$ cat src/rtl/gate_test_sequencer_if.sv
// Signals between the gate-test sequencer and the gate under test.
// The master modport is the sequencer side; the slave modport is the surrounding harness.
interface gate_test_sequencer_if;
  logic       start;
  logic       dut_out;
  logic       x;
  logic       y;
  logic       busy;
  logic       done;
  logic       pass;
  logic [2:0] err_count;
  logic [3:0] fail_vec;

  modport master (
    input  start, dut_out,
    output x, y, busy, done, pass, err_count, fail_vec
  );

  modport slave (
    output start, dut_out,
    input  x, y, busy, done, pass, err_count, fail_vec
  );
endinterface

$ cat src/rtl/gate_test_sequencer.sv
// Walks a 2-input gate through vectors 00..11, holds each for SETTLE_CYCLES, samples the gate
// output at the end of the hold and compares it with the TRUTH table.
module gate_test_sequencer #(
  parameter int unsigned SETTLE_CYCLES = 4,
  parameter logic [3:0]  TRUTH         = 4'b1000
) (
  input  logic                  clk,
  input  logic                  rst,
  gate_test_sequencer_if.master bus
);

  localparam logic [7:0] Reload = 8'(SETTLE_CYCLES);

  typedef enum logic {StIdle, StRun} state_e;

  state_e     state_q, state_d;
  logic [1:0] vec_q, vec_d;
  logic [7:0] cnt_q, cnt_d;
  logic       x_q, x_d, y_q, y_d;
  logic       done_q, done_d;
  logic       pass_q, pass_d;
  logic [2:0] err_q, err_d;
  logic [3:0] fail_q, fail_d;
  logic       mismatch;

  always_comb begin
    state_d  = state_q;
    vec_d    = vec_q;
    cnt_d    = cnt_q;
    x_d      = x_q;
    y_d      = y_q;
    done_d   = 1'b0;
    pass_d   = pass_q;
    err_d    = err_q;
    fail_d   = fail_q;
    mismatch = bus.dut_out ^ TRUTH[vec_q];

    case (state_q)
      StIdle: begin
        if (bus.start) begin
          state_d = StRun;
          vec_d   = 2'd0;
          x_d     = 1'b0;
          y_d     = 1'b0;
          cnt_d   = Reload;
          err_d   = 3'd0;
          fail_d  = 4'd0;
          pass_d  = 1'b0;
        end
      end
      StRun: begin
        cnt_d = cnt_q - 8'd1;
        // Counter at 1 marks the sample edge: score this vector, then advance or finish.
        if (cnt_q == 8'd1) begin
          if (mismatch) begin
            fail_d[vec_q] = 1'b1;
            err_d         = err_q + 3'd1;
          end
          if (vec_q != 2'd3) begin
            vec_d      = vec_q + 2'd1;
            {x_d, y_d} = vec_q + 2'd1;
            cnt_d      = Reload;
          end else begin
            state_d = StIdle;
            vec_d   = 2'd0;
            x_d     = 1'b0;
            y_d     = 1'b0;
            cnt_d   = 8'd0;
            done_d  = 1'b1;
            pass_d  = (err_d == 3'd0);
          end
        end
      end
      default: state_d = StIdle;
    endcase
  end

  always_ff @(posedge clk) begin
    if (rst) begin
      state_q <= StIdle;
      vec_q   <= 2'd0;
      cnt_q   <= 8'd0;
      x_q     <= 1'b0;
      y_q     <= 1'b0;
      done_q  <= 1'b0;
      pass_q  <= 1'b0;
      err_q   <= 3'd0;
      fail_q  <= 4'd0;
    end else begin
      state_q <= state_d;
      vec_q   <= vec_d;
      cnt_q   <= cnt_d;
      x_q     <= x_d;
      y_q     <= y_d;
      done_q  <= done_d;
      pass_q  <= pass_d;
      err_q   <= err_d;
      fail_q  <= fail_d;
    end
  end

  assign bus.x         = x_q;
  assign bus.y         = y_q;
  assign bus.busy      = (state_q == StRun);
  assign bus.done      = done_q;
  assign bus.pass      = pass_q;
  assign bus.err_count = err_q;
  assign bus.fail_vec  = fail_q;

endmodule

$ cat src/flat_wrapper.sv
// flat-port wrapper written by rule: the top's interface ports become plain ports
module gate_test_sequencer_flat 
#(
  parameter int unsigned SETTLE_CYCLES = 4,
  parameter logic [3:0]  TRUTH         = 4'b1000
)
  (clk, rst, bus_start, bus_dut_out, bus_x, bus_y, bus_busy, bus_done, bus_pass, bus_err_count, bus_fail_vec);
  gate_test_sequencer_if bus_i ();
  input  logic clk;
  input  logic rst;
  input wire logic [$bits(bus_i.start)-1:0] bus_start;
  input wire logic [$bits(bus_i.dut_out)-1:0] bus_dut_out;
  output wire logic [$bits(bus_i.x)-1:0] bus_x;
  output wire logic [$bits(bus_i.y)-1:0] bus_y;
  output wire logic [$bits(bus_i.busy)-1:0] bus_busy;
  output wire logic [$bits(bus_i.done)-1:0] bus_done;
  output wire logic [$bits(bus_i.pass)-1:0] bus_pass;
  output wire logic [$bits(bus_i.err_count)-1:0] bus_err_count;
  output wire logic [$bits(bus_i.fail_vec)-1:0] bus_fail_vec;
  assign bus_i.start = bus_start;
  assign bus_i.dut_out = bus_dut_out;
  assign bus_x = bus_i.x;
  assign bus_y = bus_i.y;
  assign bus_busy = bus_i.busy;
  assign bus_done = bus_i.done;
  assign bus_pass = bus_i.pass;
  assign bus_err_count = bus_i.err_count;
  assign bus_fail_vec = bus_i.fail_vec;
  gate_test_sequencer #(.SETTLE_CYCLES(SETTLE_CYCLES), .TRUTH(TRUTH)) u_core (.clk(clk), .rst(rst), .bus(bus_i));
endmodule
$ cat config.mk
export PLATFORM = sky130hd
export DESIGN_NAME = gate_test_sequencer_flat
export DESIGN_NICKNAME = d
export VERILOG_FILES = /design/src/rtl/gate_test_sequencer_if.sv /design/src/rtl/gate_test_sequencer.sv /design/src/flat_wrapper.sv
export SDC_FILE = /design/constraint.sdc
export NUM_CORES = 1
export LEC_CHECK = 0
export CORE_MARGIN = 5
export CORE_UTILIZATION = 56
export CTS_BUF_LIST = sky130_fd_sc_hd__clkbuf_16
export DETAILED_ROUTE_END_ITERATION = 8
export PLACE_DENSITY = 0.92
export SYNTH_ARGS = -nofsm -noshare
export SYNTH_HDL_FRONTEND = slang
export SYNTH_SLANG_ARGS = --single-unit
export TNS_END_PERCENT = 5
$ cat constraint.sdc
create_clock -name clk -period 3.7 [get_ports clk]
set_clock_uncertainty 0.1 [all_clocks]
set_input_delay 0.37 -clock clk [delete_from_list [all_inputs] [get_ports clk]]
set_output_delay 0.37 -clock clk [all_outputs]
set_load 0.005 [all_outputs]
---- Word level (Yosys, flattened, before mapping) ----
Cells that the tools add are included.
operators by class
  $add $sub $neg .......................... 3
  $lt $le $gt $ge ......................... 2
  equal/unequal tests ..................... 6
  muxes and demuxes ....................... 37
  bitwise gates (word level) .............. 4
  reduce and logical (&&, ||, !) cells .... 6
operators by type and width
  kind                                                  number
  2-to-1 mux 3 bit                                      6
  2-to-1 mux 8 bit                                      2
  one-hot mux 8 bit (2 select lines)                    1
  2-to-1 mux 1 bit                                      13
  2-to-1 mux 4 bit                                      3
  inequality test 2 bit (second input constant)         5
  == test 8 x 1 -> 1 bit (second input constant)        1
  one-hot mux 1 bit (2 select lines)                    4
  one-hot mux 4 bit (2 select lines)                    1
  subtractor 8 x 1 -> 8 bit (second input constant)     1
  2-to-1 mux 2 bit                                      3
  one-hot mux 3 bit (2 select lines)                    1
  AND reduction 3 bit                                   2
  OR 4 bit                                              1
  one-hot mux 2 bit (2 select lines)                    1
  adder 3 x 1 -> 3 bit (second input constant)          1
  logical NOT 3 bit                                     1
  < comparator 2 x 3 -> 1 bit (second input constant)   1
  OR reduction 3 bit                                    1
  adder 2 x 1 -> 2 bit (second input constant)          1
  binary-select mux 1 bit (select 2 bit)                1
  demux 1 bit (select 2 bit)                            1
  >= comparator 2 x 1 -> 1 bit (second input constant)  1
  NOT 1 bit                                             2
  3 further kinds                                       3
word-level totals
  flip-flop bits (word level) ............. 22
  bits of input ports ..................... 4
  output and inout bits ................... 12

---- Depth between registers and ports, before layout ----
Gate-level depths: netlist (run 1).
  depth after elaboration ................. 10
  depth in mapped cells ................... 7

---- Least setup slack after synthesis (run 1) ----
No wires, ideal clock.
  path kind ............................... register to register
  start point ............................. register u_core.vec_q[0]
  end point ............................... register u_core.err_q[0], in the netlist u_core.bus.err_count[0]
  library setup time ...................... 0.065 ns
  arrival time ............................ 1.589 ns
  data required time ...................... 3.535 ns
  slack ................................... 1.946 ns
  cell stages (with the launch flop) ...... 7
  path buffers ............................ 1
  period minus slack after synthesis ...... 1.754 ns
  cells stage by stage .................... dfxtp_1 -> ha_1 -> xor2_2 -> and4_1 -> buf_6 -> mux2_4 -> nor2_1
between the ends
  cells in the longest elaborated chain, start to end .. 8
RTL lines
  what                                    RTL line                   text
  start, declared                         gate_test_sequencer.sv:17  logic [1:0] vec_q, vec_d;
  start signal, assigned                  gate_test_sequencer.sv:91  vec_q <= vec_d;
  binary-select mux 1 bit (select 2 bit)  gate_test_sequencer.sv:36  mismatch = bus.dut_out ^ TRUTH[vec_q];
  2-to-1 mux 1 bit (implied by the code)  gate_test_sequencer.sv:36
  XOR 1 bit                               gate_test_sequencer.sv:36
  2-to-1 mux 3 bit                        gate_test_sequencer.sv:55  if (mismatch) begin
  2-to-1 mux 3 bit                        gate_test_sequencer.sv:54  if (cnt_q == 8'd1) begin
  2-to-1 mux 3 bit                        gate_test_sequencer.sv:38  case (state_q)
  2-to-1 mux 3 bit                        gate_test_sequencer.sv:54
  one-hot mux 3 bit (2 select lines)      gate_test_sequencer.sv:38
  end signal, assigned                    gate_test_sequencer.sv:97  err_q <= err_d;
  end, declared                           gate_test_sequencer.sv:22  logic [2:0] err_q, err_d;
No other way between the ends. The select of a mux whose other input is x is not followed.
A chain may end at the register's enable or synchronous reset.

---- Worst setup path in the final report (run 1) ----
Ends and elaborated chain as after synthesis.

==> impl_results.md, run 1 <==
* Clk sinks at 20
* Post-route setup slack at 1.661 ns
* IO buf count at 15
* Detailed-placement wirelength estimate at 1707 um
* Routed len/inst at 14.74 um
* Max Cap Violations at 0
* Dominant cells by area after synthesis: dfxtp_1 37%, ha_1 8.0%, a21oi_1 5.0%, nor2_1 4.8%, mux2i_1 2.7%
* Post-synth EDFFs at 0
* XOR/XNOR Fraction of Synth Area at 2.291%
* R2R setup slack at 1.66 ns
* Power Dens Cells at 405.4 mW/mm^2
* Largest area contributor in the netlist: dfxtp_1
* Clock latency on the worst-skew pair at 0.25 ns
* Mapped Cells at 122
* Core Rows at 16
* Buffer depth of the longest clock path at 2
* Post-CTS Setup Repair Bufs at 0
* Most frequent cells after synthesis: 20 x dfxtp_1, 14 x nor2_1, 11 x a21oi_1
* Max stage delay on crit path at 0.41 ns
* Synth Area per Inst at 8.953 sq um
* Post-Syn Area at 0.001092 sq mm
* Antenna Cells at 0
* Peak Freq at 490.4 MHz
* Dpl cell area at 0.001252 sq mm
* Clock transition at path regs at 0.05 ns
* Critical Path, Cell by Cell: ha_1 > xor2_2 > and4_1 > mux2_4 > nor2_1
* DRC Markers at 0
* Drt pass-1 iters at 4
* Ratio of cells with drive above 1 in the final layout at 9.489%
* Worst slew margin at 57.85%
* Total Routing Usage GR at 19.66%
* GR Overflow Total at 0
* CP required at 3.78 ns
* Vias in the first global route at 938
* Crit path max-delay cell type: dfxtp_1
* Placer Congestion at 0.8068
* CTS tree: yes
* Final min period at 2.039 ns
* Crit path launch type: register
* Ys flop type: dfxtp_1
* Initial core utilization at 57.43%
* Synth top area share at 36.66%
* Maximum vdd drop at 0.3315 mV
* Post-synth ARST share at 0%
* Antenna violations before repair at 0
* First-pass GRT wire length at 4133 um
* Fillers at 133
* Die ar. at 0.002934 sq mm
* Fin. max-slew vios at 0
* Post-synthesis simple-gate area fraction at 27.61%
* CP Class: reg -> reg
* Setup_tns at 0 ns
* Post-Syn Nets at 133
* Largest net degree at the start of global routing at 18
* Slew @ Worst Pin at 0.6302 ns
* Setup WS pre-CTS at 1.580 ns
* Die X at 54.17 um
* CTS Buf Count at 3
* I/O pin count at 16
* P_leak at 0.5058 nW
* Post-Route WL at 2418 um
* Post-synthesis compound-gate area fraction at 15.01%
* Hold-fix buffers, CTS at 0
* H-tree lvl count at 1
* CORE AREA at 0.001902 sq mm
* Seq cells post-synth at 20
* CTS root buf: clkbuf_16
* Final #Nets at 149
* Hold crit path type: reg -> reg
* Initial drt markers at 13
* RSZ-0062 raised after global routing: no
* Adder-cell share of the synthesized area at 8.018%
* Area Growth Syn to Fin at 21.88%
* Final setup fails at 0
* Period utilization at 55.12%
* Largest family of logic cells by synthesized area: simple AND/OR/NAND/NOR gates
* Fin. Hold Viols at 0
* Die Ht at 54.17 um
* Mux share of post-synthesis cell area at 5.498%
* Overall power at 0.5396 mW
* Synth cell types at 43
* Endpoint type of the worst setup path: register
* Final instance area at 0.001331 sq mm
* Fin cells at 164
* Post-CTS resize count at 0
* DR vias/cell at 5.671
* Worst path arrival time at 2.12 ns
* Seq/Total Area, Yosys at 36.66%
* Ys Warns at 0
* Status: finished clean
* Final antenna-violating net count at 0
* Count leader, synth: dfxtp_1
* Crit path max fanout at 6
* Dpl cells at 160
* Via count at 930
-- power by group --
group | leakage [nW] | internal, mW | switching [mW]
sequential | 0.163 | 0.224 | 0.0163
combinational | 0.305 | 0.0371 | 0.0415
clock | 0.0385 | 0.144 | 0.0771
-- cells by family after synthesis --
family | count (synthesis)
AOI/OAI and AO/OA | 25
adders and majority gates | 7
xor gates and xnor gates | 2
and+or+nand+nor | 51
buffers and inverters | 12
DFF | 20
muxes | 5
-- layout by cell type (no fill, tap or decap), types with 2 or more instances in the layout --
master,n
dfxtp_1,20
clkdlybuf4s50_1,15
nor2_1,14
a21oi_1,11
inv_1,8
nand2_1,8
ha_1,7
nand3_1,5
mux2i_1,3
nand2b_1,3
nor3_1,3
or3_1,3
clkbuf_16,3
a211oi_1,2
nand3_2,2
mux2_4,2
o21ai_0,2
a31oi_1,2
-- registers in the layout (all words and copies together) (netlist names) --
register / flops
u_core.bus.busy: 1
u_core.bus.done: 1
u_core.bus.err_count: 3
u_core.bus.fail_vec: 4
u_core.bus.pass: 1
u_core.cnt_q: 8
u_core.vec_q: 2
-- metal layers --
metal  share of wire [%]  track usage, %
met1                  43           22.24
met4                 1.3           8.714
met5                   0               0
met2                  52           33.86
met3                 3.7           5.540
-- layout make-up --
cell class	count	area [sq um]	area share, %
flip-flops and latches	20	400.4	30.08
clock inverters	1	3.754	0.2820
multi-input cells	90	638.1	47.93
clock buffers	3	75.07	5.639
well taps	27	33.78	2.538
repair buffers	15	150.1	11.28
inverters	8	30.03	2.256
-- worst max-delay path: cells and delay by family (launching register included) --
kind | cells | cell delay [ns]
and+or+nand+nor | 2 | 0.48
DFF | 1 | 0.41
adders and majority gates | 1 | 0.36
muxes | 1 | 0.33
xor gates and xnor gates | 1 | 0.28
-- final timing paths --
check / startpoint / end / cells after the start
worst min register to register: u_core.bus.fail_vec[3]$_SDFFE_PP0P_ / u_core.bus.fail_vec[3]$_SDFFE_PP0P_ / 2
worst max register to register: u_core.vec_q[0]$_SDFFE_PP0P_ / u_core.bus.err_count[0]$_SDFFE_PP0P_ / 5
worst max-delay path: u_core.vec_q[0]$_SDFFE_PP0P_ / u_core.bus.err_count[0]$_SDFFE_PP0P_ / 5
worst min-delay path: u_core.bus.fail_vec[3]$_SDFFE_PP0P_ / u_core.bus.fail_vec[3]$_SDFFE_PP0P_ / 2
-- metrics by stage --
stage	utilization, %	hold WS [ns]
floorplan	-	0.3581
global placement	65.86	0.3640
detailed placement	65.86	0.3619
CTS	70.00	0.3745
global route	70.00	0.3965
finish	70.00	0.3721
No activity file was read; power rests on OpenSTA's default activity.
==> run 2, diff against run 1 <==
CORE_UTILIZATION = 52   (was 56)
PLACE_DENSITY = 0.87   (was 0.92)
clock period = 2 ns   (was 3.7 ns; I/O delays follow)
==> impl_results.md, run 2 (synthesized netlist as in run 1, its figures left out) <==
* Status: finished clean
* Overall power at 1.002 mW
* Die ar. at 0.003117 sq mm
* Hold endpoint: u_core.bus.fail_vec[0]$_SDFFE_PP0P_
* Post-Route WL at 2409 um
* Die Ht at 55.83 um
* Slew @ Worst Pin at 0.4723 ns
* WHS at 0.3710 ns
* Setup WS pre-CTS at 0.1527 ns
* Buffer depth of the longest clock path at 2
* IO buf count at 15
* P_leak at 0.5357 nW
* Power Dens Cells at 728.3 mW/mm^2
* Core Rows at 16
* Sw Ratio at 24.55%
* Area Growth Syn to Fin at 26.00%
* Final min period at 1.839 ns
* Worst reg2reg path startpoint: u_core.vec_q[0]$_SDFFE_PP0P_
* CTS Buf Count at 3
* Crit path launch type: register
* Antenna Cells at 0
* GR Overflow Total at 0
* Initial core utilization at 55.11%
* CP Class: reg -> reg
* Comb pwr share at 15.7%
* Crit path max fanout at 6
* Via count at 947
* I/O pin count at 16
* Dpl cell area at 0.001297 sq mm
* Seq pwr share at 43.8%
* Worst path arrival time at 1.93 ns
* Final core occ at 69.44%
* Max FFs per register at 8
* Post-CTS Setup Repair Bufs at 0
* Drt pass-1 iters at 4
* WHS Path Cells at 2
* Total Routing Usage GR at 16.56%
* CTS tree: yes
* Placer Congestion at 0.8177
* Fin cells at 170
* Post-route setup slack at 0.1605 ns
* Initial drt markers at 15
* Endpoint type of the worst setup path: register
* FF+latch area at 400.4 sq um
* Worst slew margin at 68.22%
* Multi-input gate area at 638.1 sq um
* Hold Path Origin: u_core.bus.fail_vec[0]$_SDFFE_PP0P_
* Reg-to-reg endpoint: u_core.bus.err_count[0]$_SDFFE_PP0P_
* Final instance area at 0.001376 sq mm
* Detailed-placement wirelength estimate at 1822 um
* Dpl cells at 166
* Commonest non-fill, non-tap cells in the layout: 20 x dfxtp_1, 15 x clkdlybuf4s50_1, 14 x nor2_1, 11 x a21oi_1
* Largest net degree at the start of global routing at 17
* Post-CTS resize count at 0
* Hold crit path type: reg -> reg
* R2R setup slack at 0.16 ns
* Vias in the first global route at 951
* DRC Markers at 0
* DR vias/cell at 5.571
* Peak Freq at 543.6 MHz
* Period utilization at 91.97%
* Fin. max-slew vios at 0
* Fillers at 137
* Largest Register: u_core.cnt_q
* R2r worst-path depth at 5
* Maximum vdd drop at 0.5295 mV
* Die X at 55.83 um
* Final #Nets at 155
* Final setup fails at 0
* Max Cap Violations at 0
* CORE AREA at 0.001982 sq mm
* Ratio of cells with drive above 1 in the final layout at 13.29%
* RSZ-0062 raised after global routing: no
* Fin. Hold Viols at 0
* P_int at 0.7563 mW
* Final antenna-violating net count at 0
* Setup_tns at 0 ns
* Commonest non-fill, non-tap cell in the layout: dfxtp_1
* Antenna violations before repair at 0
* H-tree lvl count at 1
* Clock power share at 40.6%
* CTS root buf: clkbuf_16
* Clk sinks at 20
* Clock transition at path regs at 0.05 ns
* Routed len/inst at 14.17 um
* Hold-fix buffers, CTS at 0
* CP required at 2.09 ns
* NetSw at 0.2461 mW
* First-pass GRT wire length at 4250 um
* Clock latency on the worst-skew pair at 0.25 ns
-- run 2: worst max path at each step --
stage | from | endpoint | cells after the start
after floorplan | u_core.vec_q[0]$_SDFFE_PP0P_ | u_core.bus.err_count[0]$_SDFFE_PP0P_ | 6
after global placement | u_core.vec_q[0]$_SDFFE_PP0P_ | u_core.bus.err_count[0]$_SDFFE_PP0P_ | 5
after detailed placement | u_core.vec_q[0]$_SDFFE_PP0P_ | u_core.bus.err_count[0]$_SDFFE_PP0P_ | 5
after CTS | u_core.vec_q[0]$_SDFFE_PP0P_ | u_core.bus.err_count[0]$_SDFFE_PP0P_ | 5
after global routing | u_core.vec_q[0]$_SDFFE_PP0P_ | u_core.bus.err_count[0]$_SDFFE_PP0P_ | 5
final | u_core.vec_q[0]$_SDFFE_PP0P_ | u_core.bus.err_count[0]$_SDFFE_PP0P_ | 5
-- run 2: worst max-delay path: stages, from the launching register on --
cell	delay, ns
dfxtp_1	0.42
ha_1	0.37
xor2_2	0.20
and4_1	0.29
mux2_4	0.31
nor2_1	0.08
-- run 2: layout make-up --
class	instances	share of cell area (%)
multi-input cells	90	46.36
repair buffers	21	14.18
inverters	8	2.182
clock inverters	1	0.2727
well taps	27	2.455
flip-flops and latches	20	29.09
clock buffers	3	5.455
-- run 2: power by group through the flow --
| stage | Clock (mW) | Combinational [mW] | Sequential (mW) |
|---|---|---|---|
| after CTS | 0.415 | 0.158 | 0.438 |
| after floorplan | 0 | 0.113 | 0.443 |
| after global placement | 0 | 0.152 | 0.444 |
| after detailed placement | 0 | 0.157 | 0.446 |
| after global routing | 0.435 | 0.175 | 0.441 |
| final | 0.407 | 0.157 | 0.439 |
-- run 2: per-layer routing --
metal	vias to the layer above	track usage (%)	wire length, um
met5	-	0	0
met4	0	5.085	32
met3	5	3.712	130
met2	24	30.57	1208
met1	445	18.74	1037
li1	473	-	-
